<file path="src/rtl/izh_spike_encoder.sv">
// izh_spike_encoder: threshold-crossing spike detector with timestamped event FIFO.
// Optional refractory hold-off is compiled in with `define IZH_SPIKE_REFRACT_EN.
module izh_spike_encoder #(
  parameter int DATA_W     = 16,
  parameter int V_THRESH   = 30,
  parameter int TS_W       = 16,
  parameter int FIFO_DEPTH = 8,
  parameter int REFRACT    = 2
) (
  input  logic                     clk,
  input  logic                     reset,
  input  logic signed [DATA_W-1:0] v,
  input  logic                     v_valid,
  output logic                     spike,
  output logic                     ev_valid,
  input  logic                     ev_ready,
  output logic [TS_W-1:0]          ev_ts,
  output logic                     overflow,
  output logic [15:0]              spike_count
);
  localparam int AW = $clog2(FIFO_DEPTH);
  localparam logic signed [DATA_W-1:0] THR = DATA_W'(V_THRESH);
  logic [TS_W-1:0] ts_q, mem_q [FIFO_DEPTH];
  logic [AW-1:0]   wr_q, rd_q;
  logic [AW:0]     cnt_q;
  logic [15:0]     spk_cnt_q;
  logic            above_q, spike_q, ovf_q;
  logic            hit, det, full, pop, push;
  assign hit = v >= THR;
`ifdef IZH_SPIKE_REFRACT_EN
  localparam int RW = (REFRACT < 2) ? 1 : $clog2(REFRACT + 1);
  logic [RW-1:0] refr_q;
  assign det = v_valid & hit & ~above_q & (refr_q == '0);
  always_ff @(posedge clk or negedge reset)
    if (!reset) refr_q <= '0;
    else if (det) refr_q <= RW'(REFRACT);
    else if (v_valid && refr_q != '0) refr_q <= refr_q - 1'b1;
`else
  logic refract_unused;
  assign refract_unused = REFRACT != 0;
  assign det = v_valid & hit & ~above_q;
`endif
  assign full        = cnt_q == (AW+1)'(FIFO_DEPTH);
  assign ev_valid    = cnt_q != '0;
  assign pop         = ev_valid & ev_ready;
  assign push        = det & (~full | pop);
  assign ev_ts       = mem_q[rd_q];
  assign spike       = spike_q;
  assign overflow    = ovf_q;
  assign spike_count = spk_cnt_q;
  always_ff @(posedge clk or negedge reset) begin
    if (!reset) begin
      ts_q      <= '0;
      above_q   <= 1'b0;
      spike_q   <= 1'b0;
      ovf_q     <= 1'b0;
      spk_cnt_q <= '0;
      wr_q      <= '0;
      rd_q      <= '0;
      cnt_q     <= '0;
      for (int i = 0; i < FIFO_DEPTH; i++) mem_q[i] <= '0;
    end else begin
      if (v_valid) begin
        ts_q    <= ts_q + 1'b1;
        above_q <= hit;
      end
      spike_q <= det;
      if (det && spk_cnt_q != 16'hFFFF) spk_cnt_q <= spk_cnt_q + 1'b1;
      if (det && full && !pop) ovf_q <= 1'b1;
      if (push) begin
        mem_q[wr_q] <= ts_q;
        wr_q        <= wr_q + 1'b1;
      end
      if (pop) rd_q <= rd_q + 1'b1;
      cnt_q <= cnt_q + (AW+1)'(push) - (AW+1)'(pop);
    end
  end
endmodule
</file>
<file path="config.mk">
export PLATFORM = sky130hd
export DESIGN_NAME = izh_spike_encoder
export DESIGN_NICKNAME = d
export VERILOG_FILES = /design/src/rtl/izh_spike_encoder.sv
export SDC_FILE = /design/constraint.sdc
export NUM_CORES = 1
export LEC_CHECK = 0
export ABC_CLOCK_PERIOD_IN_PS = 1900
export CAP_MARGIN = 15
export CORE_UTILIZATION = 35
export CTS_CLUSTER_DIAMETER = 60
export DETAILED_ROUTE_END_ITERATION = 12
export PLACE_DENSITY = 0.55
export SYNTH_ARGS = -nofsm -noshare
export SYNTH_HDL_FRONTEND = slang
export SYNTH_SLANG_ARGS = --single-unit
</file>
<file path="constraint.sdc">
create_clock -name clk -period 1.9 [get_ports clk]
set_input_delay 0.285 -clock clk [delete_from_list [all_inputs] [get_ports clk]]
set_output_delay 0.285 -clock clk [all_outputs]
set_load 0.02 [all_outputs]
</file>
# After elaboration in Yosys (flattened, before gate mapping)
# Cells that the tools add are included.
[totals] register_bits=173 latch_bits=0 mem_bits_rw=0 mem_bits_ro=0 inputBits=20 word_cells=49 memories=0
[classes] add_sub_neg=6 mul=0 n_div=0 magnitude_cmp=4 eq_ne=2 shifts=0 n_mux=6 n_bitwise=9 reduce_logical=6
[ops] op="$bwmux 128" count=1
[ops] op="$bmux 16 s3" count=1
[ops] op="$demux 16 s3" count=1
[ops] op="$mux 16" count=3
[ops] op="$add 16x1->16 const B" count=2
[ops] op="$ge 16x6->1 const B" count=1
[ops] op="$ne 16x16->1 const B" count=1
[ops] op="$ge 4x4->1 const B" count=2
[ops] op="$not 3->4" count=2
[ops] op="$add 3x1->3 const B" count=2
[ops] op="$add 4x1->4" count=1
[ops] op="$and 1x1->1" count=4
[ops] op="$eq 4x4->1 const B" count=1
[ops] op="$logic_and 1x1->1" count=4
[ops] op="$lt 4x1->1 const B" count=1
[ops] op="$reduce_bool 4->1" count=1
[ops] op="$sub 4x1->4" count=1
[ops] op="$not 1->1" count=2
[ops] op="$logic_not 1->1" count=1
[ops] op="$or 1x1->1" count=1

# Longest topological paths before layout
# Gate-level depths: netlist (run 1).
[logic_depth] word_depth=6 mapped_depth=11 depth_no_buf=11

# Least setup slack after synthesis (run 1)
# OpenSTA, ideal clock, no wires.
[synth_timing] kind="in2reg" from="in v[1]" to="reg cnt_q[2]" setup_time_ns=0.123 arrival_ns=2.030 path_slack_ns=-0.253 cell_stages=10 cell_sequence="nand4_1 > and4_4 > nor3_2 > buf_2 > nand3b_1 > nand2_1 > ha_1 > inv_1 > fa_1 > xnor2_1"
[synth_between] elab_chain_cells=6
[synth_rtl] item="from (decl)" line="12" text="input logic signed [DATA_W-1:0] v,"
[synth_rtl] item="$ge 16x6->1" line="29" text="assign hit = v >= THR;"
[synth_rtl] item="$and 1x1->1 (2 in a row)" line="41" text="assign det = v_valid & hit & ~above_q;"
[synth_rtl] item="via det" line="28" text="logic hit, det, full, pop, push;"
[synth_rtl] item="$and 1x1->1" line="46" text="assign push = det & (~full | pop);"
[synth_rtl] item="$add 4x1->4" line="75" text="cnt_q <= cnt_q + (AW+1)'(push) - (AW+1)'(pop);"
[synth_rtl] item="$sub 4x1->4" line="75"
[synth_rtl] item="to (signal assigned)" line="75"
[synth_rtl] item="to (decl)" line="25" text="logic [AW:0] cnt_q;"
# The timed path passes the listed nets, and every way through them passes these cells.
# A chain may end at the register's enable or synchronous reset.

# Final worst setup path (run 1)
[layout_timing] from="reg rd_q[0]" to="out ev_ts[14]"
[layout_between] elab_chain_cells=4
[layout_rtl] item="from (decl)" line="24" text="logic [AW-1:0] wr_q, rd_q;"
[layout_rtl] item="from (signal assigned)" line="74" text="if (pop) rd_q <= rd_q + 1'b1;"
[layout_rtl] item="$not 3->4 (not written as such)" line="47" text="assign ev_ts = mem_q[rd_q];"
[layout_rtl] item="$bmux 16 s3" line="47"
[layout_rtl] item="$mux 16 (not written as such) (2 in a row)" line="47"
[layout_rtl] item="to (decl)" line="17" text="output logic [TS_W-1:0] ev_ts,"
# No other way between the ends. The select of a mux whose other input is x is not followed.

==> results of run 1 <==
synth_stat cells (7+ instances only):
| master | instances | area share |
|---|---|---|
| xor2_1 | 7 | 0.0073 |
| buf_2 | 9 | 0.0054 |
| dfrtp_1 | 173 | 0.52 |
| nand3_1 | 14 | 0.0084 |
| clkbuf_1 | 20 | 0.0090 |
| mux2_1 | 10 | 0.013 |
| nand2_1 | 10 | 0.0045 |
| and3_1 | 10 | 0.0075 |
| xnor2_1 | 26 | 0.027 |
| mux2_2 | 70 | 0.094 |
| inv_1 | 9 | 0.0040 |
| ha_1 | 9 | 0.013 |
| mux2_4 | 70 | 0.13 |
| nor2_1 | 10 | 0.0045 |
| mux4_2 | 32 | 0.086 |
| buf_6 | 8 | 0.011 |
| nand4_1 | 13 | 0.0097 |
final cells by class:
class,instances,area (um^2)
Inverter,9,33.78
Clock inverter,13,140.1
Timing Repair Buffer,178,1968
Tap cell,319,399.1
Fill cell,2007,12140
Multi-Input combinational cell,314,3961
Clock buffer,19,432.9
Sequential cell,173,4330
path summary, 6_finish.rpt:
path | from | endpoint | slack (ps) | cells past startpoint
setup / recovery | rd_q[0]$_DFFE_PN0P_ | ev_ts[14] | -440 | 5
hold / removal | reset | mem_q[125]$_DFFE_PN0P_ | 370 | 2
setup reg to reg | cnt_q[3]$_DFF_PN0_ | mem_q[52]$_DFFE_PN0P_ | -230 | 11
hold reg to reg | overflow$_DFFE_PN0P_ | overflow$_DFFE_PN0P_ | 490 | 1
max in group asynchronous | reset | mem_q[82]$_DFFE_PN0P_ | 770 | 3
min in group clk | v[6] | above_q$_DFFE_PN0P_ | 430 | 4
registers in the layout, indices dropped and copies added, names as in the netlist, 3 cells and up:
signal       count
cnt_q            4
mem_q          128
rd_q             3
spike_count     16
ts_q            16
wr_q             3
logic make-up (layout without fill, tap and decap cells):
family / count (synthesis) / count (layout) / share of synthesized area
compound gates: 4 / 4 / 0.003147
xor+xnor: 33 / 33 / 0.03462
fa+ha+maj: 10 / 10 / 0.01589
buf+inv: 51 / 219 / 0.03342
flops: 173 / 173 / 0.5186
mux: 183 / 183 / 0.3213
simple gates: 84 / 84 / 0.07299
report_power, final:
| part | total [mW] | internal (mW) | leakage, nW | switching, mW |
|---|---|---|---|---|
| logic | 5.17 | 2.94 | 2.98 | 2.23 |
| clock network | 3.44 | 1.94 | 0.270 | 1.49 |
| registers | 4.84 | 4.37 | 2.32 | 0.473 |
per-layer routing:
layer	routed length, um	global-route usage	up-vias
met2	9400	0.2832	93
met1	8619	0.2281	2548
met3	624	0.03960	19
met5	0	0	-
met4	240	0.04108	0
li1	-	-	2259
what timing repair did:
action / 4_1_cts / 5_1_grt
pin swaps: 12 / 8
buffers inserted: 22 / 7
setup endpoints to repair: 147 / 151
endpoints found under the hold margin: 43 / 0
hold buffers: 1 / 0
resized for setup: 158 / 23
cloned: 5 / 0
==> flow_metrics.py, run 1 <==
metrics = {
    "global_routing": {
        "overflow": 0,
        "grt_max_degree": 49,
        "grt_pass1_wl_mm": 31.46,
        "grt_pass1_vias": 5490,
        "track_usage": 0.1715,
        "antenna_found_initial": 0,
    },
    "cells_and_area": {
        "area_delta_synth_final_pct": 34.95,
        "drive_above_1_share": 0.5524,
        "final_common_cell": "dfrtp_1",
        "finalNetCount": 723,
        "final_area_um2": 11270,
        "stdcell_count": 1025,
        "diodes": 0,
        "final_core_util": 0.4814,
        "final_cell_mix": "172 x dfrtp_1, 97 x mux2_4, 75 x buf_4, 53 x mux2_2",
    },
    "timing": {
        "relSlewSlack": 0.6660,
        "whs_ps": 373.6,
        "tightest_slew_ps": 501.0,
        "setup_viol": 149,
        "drv_slew": 0,
        "layout_setup_ws_ps": -443.0,
        "finClkSkew_ps": 10.33,
        "fin_crit_ps": 2343,
        "finalSetupTns_ps": -25090,
        "hold_violations": 0,
        "finalCritPeriodShare": 1.233,
        "max_freq_mhz": 426.8,
        "rsz0062_at_grt": "yes",
    },
    "routing": {
        "avgRoutedWirePerCell_um": 18.42,
        "num_vias": 4919,
        "drt-total-wl_mm": 18.88,
        "dr.pass1.iters": 4,
        "ant_nets": 0,
        "avgViaCountPerCell": 4.799,
        "drt_iter0_drc": 183,
        "drc": 0,
    },
    "worst_setup_path": {
        "cp-end-kind": "primary output",
        "cp_top_family": "multiplexers",
        "critical_path_buf_inv_count": 3,
        "required_ps": 1620,
        "slowest_delay_ps": 500,
        "cp-start-kind": "flop",
        "crit_chain": "buf_12 > buf_8 > mux4_2 > mux2_4 > buf_6",
        "cp_data_arrival_time_ps": 2060,
        "crit_type": "reg -> out",
        "slowest_stage": "mux4_2",
        "cp_max_fo": 5,
    },
    "placement": {
        "dp_slack_ps": -540.6,
        "gp_congestion": 0.7525,
        "port_buffers": 53,
        "placed_cells": 964,
        "dpl_cell_area_um2": 10110,
        "dp_hpwl_mm": 12.10,
    },
    "clock_tree": {
        "clk_pin_slew_ps": 70,
        "cts_buffers": 17,
        "root_buffer": "clkbuf_16",
        "clock_latency_ps": 430,
        "clockBufferDepth": 2,
        "h-tree-depth": 4,
        "clock_sinks": 173,
        "cts_tree": "done",
    },
    "die": {
        "rows": 56,
        "core_um2": 23400,
        "ioPinCount": 55,
        "dieWidth_um": 156.4,
        "die_area_um2": 24470,
        "floorplan.initialDensity": 0.3567,
        "die_y_um": 156.4,
    },
    "power_and_ir_drop": {
        "peakVddDrop_mv": 0.6829,
        "powerDensity_nw_per_um2": 1194,
        "power.total_mw": 13.45,
        "p_leak_nw": 5.574,
    },
    "synth": {
        "synth_area_um2": 8348,
        "synth_edf_count": 0,
        "synthCells": 538,
        "async_flop_share": 1.000,
        "yosys_most_used_dff": "dfrtp_1",
        "synth-seq-cells": 173,
        "ys_warn_count": 0,
        "synthesis.nets": 568,
        "ys_types": 39,
        "syn_avg_cell_area_um2": 15.52,
        "ys_seq_area_frac": 0.5186,
    },
    "worst_hold_path": {
        "hold_path_class": "in -> async",
    },
    "run": {
        "drv_cap": 0,
    },
    "status": {
        "violations": "setup timing",
        "status": "finished, violations left",
    },
}
Note: power is estimated with default switching activity, not from simulation.
==> run 2, diff against run 1 <==
--- a/config.mk
+++ b/config.mk
@@ -10,6 +10,7 @@
 export CORE_UTILIZATION = 35
 export CTS_CLUSTER_DIAMETER = 60
 export DETAILED_ROUTE_END_ITERATION = 12
+export MAX_ROUTING_LAYER = met4
 export PLACE_DENSITY = 0.55
 export SYNTH_ARGS = -nofsm -noshare
 export SYNTH_HDL_FRONTEND = slang
==> flow_metrics.py, run 2 (synthesized netlist as in run 1, its figures left out) <==
metrics = {
    "die": {
        "rows": 56,
        "die_y_um": 156.4,
        "dieWidth_um": 156.4,
        "die_area_um2": 24470,
        "core_um2": 23400,
        "floorplan.initialDensity": 0.3567,
        "ioPinCount": 55,
    },
    "routing": {
        "num_vias": 4928,
        "drt-total-wl_mm": 18.97,
        "ant_nets": 0,
        "dr.pass1.iters": 4,
        "avgRoutedWirePerCell_um": 18.50,
        "drc": 0,
        "drt_iter0_drc": 196,
        "avgViaCountPerCell": 4.808,
    },
    "status": {
        "status": "finished, violations left",
        "violations": "setup timing",
    },
    "timing": {
        "fin_crit_ps": 2342,
        "finalCritPeriodShare": 1.233,
        "rsz0062_at_grt": "yes",
        "finClkSkew_ps": 11.81,
        "hold_violations": 0,
        "tightest_slew_ps": 502.5,
        "relSlewSlack": 0.6650,
        "drv_slew": 0,
        "finalSetupTns_ps": -24550,
        "max_freq_mhz": 427.0,
        "setup_viol": 149,
        "layout_setup_ws_ps": -442.0,
    },
    "power_and_ir_drop": {
        "power_switching_mw": 4.204,
        "comb_power_share": 0.385,
        "p_leak_nw": 5.574,
        "power.internal_mw": 9.253,
        "powerDensity_nw_per_um2": 1194,
        "netSwitchingFraction": 0.3124,
        "clockPowerShare": 0.255,
        "peakVddDrop_mv": 0.6829,
        "power_frac_seq": 0.360,
    },
    "placement": {
        "gp_congestion": 0.7622,
        "dp_hpwl_mm": 12.10,
        "dp_slack_ps": -540.6,
        "port_buffers": 53,
    },
    "worst_setup_path": {
        "cp-end-kind": "primary output",
        "timing.rr.end": "mem_q[52]$_DFFE_PN0P_",
        "slowest_stage": "mux4_2",
        "required_ps": 1620,
        "cp_data_arrival_time_ps": 2060,
        "timing.rr.start": "cnt_q[3]$_DFF_PN0_",
        "crit_type": "reg -> out",
        "cp-start-kind": "flop",
        "cp_max_fo": 5,
        "crit_chain": "buf_12 > buf_8 > mux4_2 > mux2_4 > buf_6",
        "rrSetupSlack_ps": -230,
        "critical_path_buf_inv_count": 3,
        "slowest_delay_ps": 500,
        "cp_top_family": "multiplexers",
        "r2r_cells": 11,
    },
    "clock_tree": {
        "root_buffer": "clkbuf_16",
        "cts_buffers": 17,
        "cts_tree": "done",
        "clockBufferDepth": 2,
        "h-tree-depth": 4,
        "clk_pin_slew_ps": 70,
        "clock_sinks": 173,
        "clock_latency_ps": 430,
    },
    "cells_and_area": {
        "multiInputGateArea_um2": 3961,
        "final_cell_mix": "172 x dfrtp_1, 97 x mux2_4, 75 x buf_4, 53 x mux2_2",
        "top_register": "mem_q",
        "final_core_util": 0.4814,
        "area_delta_synth_final_pct": 34.95,
        "largest_reg_flops": 128,
        "diodes": 0,
        "drive_above_1_share": 0.5524,
        "finalNetCount": 723,
        "fillers": 2007,
        "seqCellArea_um2": 4330,
        "final_common_cell": "dfrtp_1",
    },
    "global_routing": {
        "grt_max_degree": 49,
        "antenna_found_initial": 0,
        "overflow": 0,
        "grt_pass1_vias": 5480,
        "grt_pass1_wl_mm": 31.48,
        "track_usage": 0.1767,
    },
    "worst_hold_path": {
        "hold_path_class": "in -> async",
    },
    "run": {
        "drv_cap": 0,
    },
}
## run 2: worst max path at each step
stage | startpoint | endpoint | depth (start not counted)
global placement | v[14] | cnt_q[1]$_DFF_PN0_ | 11
finish | rd_q[0]$_DFFE_PN0P_ | ev_ts[14] | 5
global route | rd_q[0]$_DFFE_PN0P_ | ev_ts[10] | 5
detailed placement | v[14] | cnt_q[2]$_DFF_PN0_ | 11
CTS | rd_q[0]$_DFFE_PN0P_ | ev_ts[7] | 5
floorplan | cnt_q[3]$_DFF_PN0_ | mem_q[37]$_DFFE_PN0P_ | 9
## run 2: power groups by stage
stage	Clock [mW]	Combinational (mW)	Sequential [mW]
after CTS	3.52	5.26	4.85
final	3.44	5.18	4.84
after global placement	0	4.22	4.83
after global routing	3.69	5.55	4.93
after floorplan	0	2.75	4.79
after detailed placement	0	4.32	4.89
## run 2: layout make-up
class,instances,share of cell area
sequential,173,0.3844
multi-input combinational,314,0.3516
timing repair buffer,178,0.1747
clock buffer,19,0.03843
tap,319,0.03543
clock inverter,13,0.01244
inverter,9,0.002999
## run 2: metal layers
layer	global-route usage	wire [um]	vias to the layer above
met3	0.03905	585	21
li1	-	-	2259
met1	0.2283	8715	2564
met5	-	0	-
met2	0.2834	9412	84
met4	0.04108	251	0
## run 2: metrics by stage
step	total power, mW	std cells	instance area, um^2	hold WS (ps)
3_3_place_gp	9.049	964	10110	258.4
5_1_grt	14.16	1025	11270	406.0
6_report	13.46	1025	11270	370.8
2_1_floorplan	7.535	538	8429	-10.59
3_5_place_dp	9.210	964	10110	255.0
4_1_cts	13.63	1023	11260	387.7
## run 2: repair_timing
action | in CTS | in global routing
cloned | 5 | 0
hold buffers | 1 | 0
endpoints found under the setup margin | 147 | 151
endpoints found under the hold margin | 43 | 0
pin swaps | 12 | 8
setup buffers | 22 | 7
gates resized for setup | 158 | 23
==> run 3, diff against run 2 <==
--- a/config.mk
+++ b/config.mk
@@ -12,6 +12,7 @@
 export DETAILED_ROUTE_END_ITERATION = 12
 export MAX_ROUTING_LAYER = met4
 export PLACE_DENSITY = 0.55
+export RECOVER_POWER = 50
 export SYNTH_ARGS = -nofsm -noshare
 export SYNTH_HDL_FRONTEND = slang
 export SYNTH_SLANG_ARGS = --single-unit
==> flow_metrics.py, run 3 (synthesized netlist as in run 1, its figures left out) <==
metrics = {
    "power_and_ir_drop": {
        "powerDensity_nw_per_um2": 1197,
        "p_leak_nw": 5.559,
        "peakVddDrop_mv": 0.6827,
    },
    "placement": {
        "placed_cells": 964,
        "gp_congestion": 0.7622,
        "port_buffers": 53,
        "dp_slack_ps": -540.6,
        "dp_hpwl_mm": 12.10,
        "dpl_cell_area_um2": 10110,
    },
    "worst_setup_path": {
        "crit_type": "reg -> out",
        "cp-end-kind": "primary output",
        "r2r_cells": 11,
        "timing.rr.start": "cnt_q[3]$_DFF_PN0_",
        "required_ps": 1620,
        "cp_data_arrival_time_ps": 2060,
        "rrSetupSlack_ps": -230,
        "timing.rr.end": "mem_q[52]$_DFFE_PN0P_",
        "cp-start-kind": "flop",
        "cp_max_fo": 5,
    },
    "global_routing": {
        "grt_pass1_wl_mm": 31.48,
        "overflow": 0,
        "grt_max_degree": 49,
        "track_usage": 0.1767,
        "antenna_found_initial": 0,
        "grt_pass1_vias": 5480,
    },
    "die": {
        "die_y_um": 156.4,
        "die_area_um2": 24470,
        "ioPinCount": 55,
        "floorplan.initialDensity": 0.3567,
        "dieWidth_um": 156.4,
        "rows": 56,
        "core_um2": 23400,
    },
    "cells_and_area": {
        "final_cell_mix": "172 x dfrtp_1, 97 x mux2_4, 73 x buf_4, 53 x mux2_2",
        "stdcell_count": 1025,
        "final_core_util": 0.4802,
        "multiInputGateArea_um2": 3961,
        "drive_above_1_share": 0.5496,
        "diodes": 0,
        "top_register": "mem_q",
        "final_area_um2": 11240,
        "finalNetCount": 723,
        "area_delta_synth_final_pct": 34.61,
        "seqCellArea_um2": 4330,
        "final_common_cell": "dfrtp_1",
        "largest_reg_flops": 128,
        "fillers": 2012,
    },
    "timing": {
        "rsz0062_at_grt": "yes",
        "whs_ps": 431.0,
        "setup_viol": 149,
        "max_freq_mhz": 427.0,
        "hold_violations": 0,
        "finalCritPeriodShare": 1.233,
        "fin_crit_ps": 2342,
        "tightest_slew_ps": 1282,
        "finClkSkew_ps": 11.00,
        "layout_setup_ws_ps": -442.1,
        "relSlewSlack": 0.1452,
        "drv_slew": 0,
    },
    "clock_tree": {
        "cts_buffers": 17,
        "root_buffer": "clkbuf_16",
        "cts_tree": "done",
        "clk_pin_slew_ps": 70,
        "h-tree-depth": 4,
        "clock_sinks": 173,
        "clock_latency_ps": 430,
        "clockBufferDepth": 2,
    },
    "routing": {
        "drt_iter0_drc": 175,
        "avgViaCountPerCell": 4.800,
        "dr.pass1.iters": 4,
        "drc": 0,
        "drt-total-wl_mm": 18.89,
        "avgRoutedWirePerCell_um": 18.43,
        "num_vias": 4920,
        "ant_nets": 0,
    },
    "worst_hold_path": {
        "hold_path_class": "in -> reg",
        "holdPathStages": 4,
        "min_to": "above_q$_DFFE_PN0P_",
        "worstHoldStart": "v[6]",
    },
    "status": {
        "status": "finished, violations left",
        "violations": "setup timing",
    },
    "run": {
        "drv_cap": 0,
    },
}
run 3: cell types whose count changed in the layout (fill, tap and decap cells not counted), sizes merged:
cell	delta
buf	-4
clkbuf	+4
clkdlybuf4s50	-1
dlygate4sd3	+1
run 3: where the power goes:
group	leakage [nW]	internal (mW)	total (mW)	switching (mW)
combinational	2.96	2.94	5.17	2.23
sequential	2.32	4.37	4.84	0.473
clock	0.270	1.94	3.44	1.49
run 3: worst max path at each step:
stage | start | endpoint | slack, ps
6_report | rd_q[0]$_DFFE_PN0P_ | ev_ts[14] | -440
5_1_grt | rd_q[0]$_DFFE_PN0P_ | ev_ts[10] | -520
4_1_cts | rd_q[0]$_DFFE_PN0P_ | ev_ts[7] | -550
3_5_place_dp | v[14] | cnt_q[2]$_DFF_PN0_ | -540
3_3_place_gp | v[14] | cnt_q[1]$_DFF_PN0_ | -460
2_1_floorplan | cnt_q[3]$_DFF_PN0_ | mem_q[37]$_DFFE_PN0P_ | -40
run 3: area by class of cell:
type	count	area share
well taps	319	0.03552
multi-input cells	314	0.3525
clock inverters	13	0.01247
clock buffers	19	0.03853
flip-flops and latches	173	0.3854
inverters	9	0.003006
repair buffers	178	0.1726
run 3: stage by stage:
step	setup TNS (ps)	power, mW
global route	-46090	14.15
CTS	-27430	13.63
detailed placement	-53540	9.210
finish	-24910	13.45
global placement	-51650	9.049
floorplan	-1840	7.535
run 3: worst max-delay path: stages, from the launching register on:
cell     delay [ps]
dfrtp_2         430
buf_12          150
buf_8           130
mux4_2          500
mux2_4          290
buf_6           130
run 3: repair_timing:
item	CTS	global route
setup endpoints to repair	147	151
endpoints found under the hold margin	43	0
gates cloned	5	0
resized for setup	158	23
hold buffers	1	0
pin swaps	12	8
setup buffers	22	7
run 3: layer usage:
layer	up-vias	global-route usage	wire length (um)
met5	-	-	0
met2	78	0.2834	9414
met3	21	0.03905	564
met4	0	0.04108	251
met1	2563	0.2283	8661
li1	2258	-	-
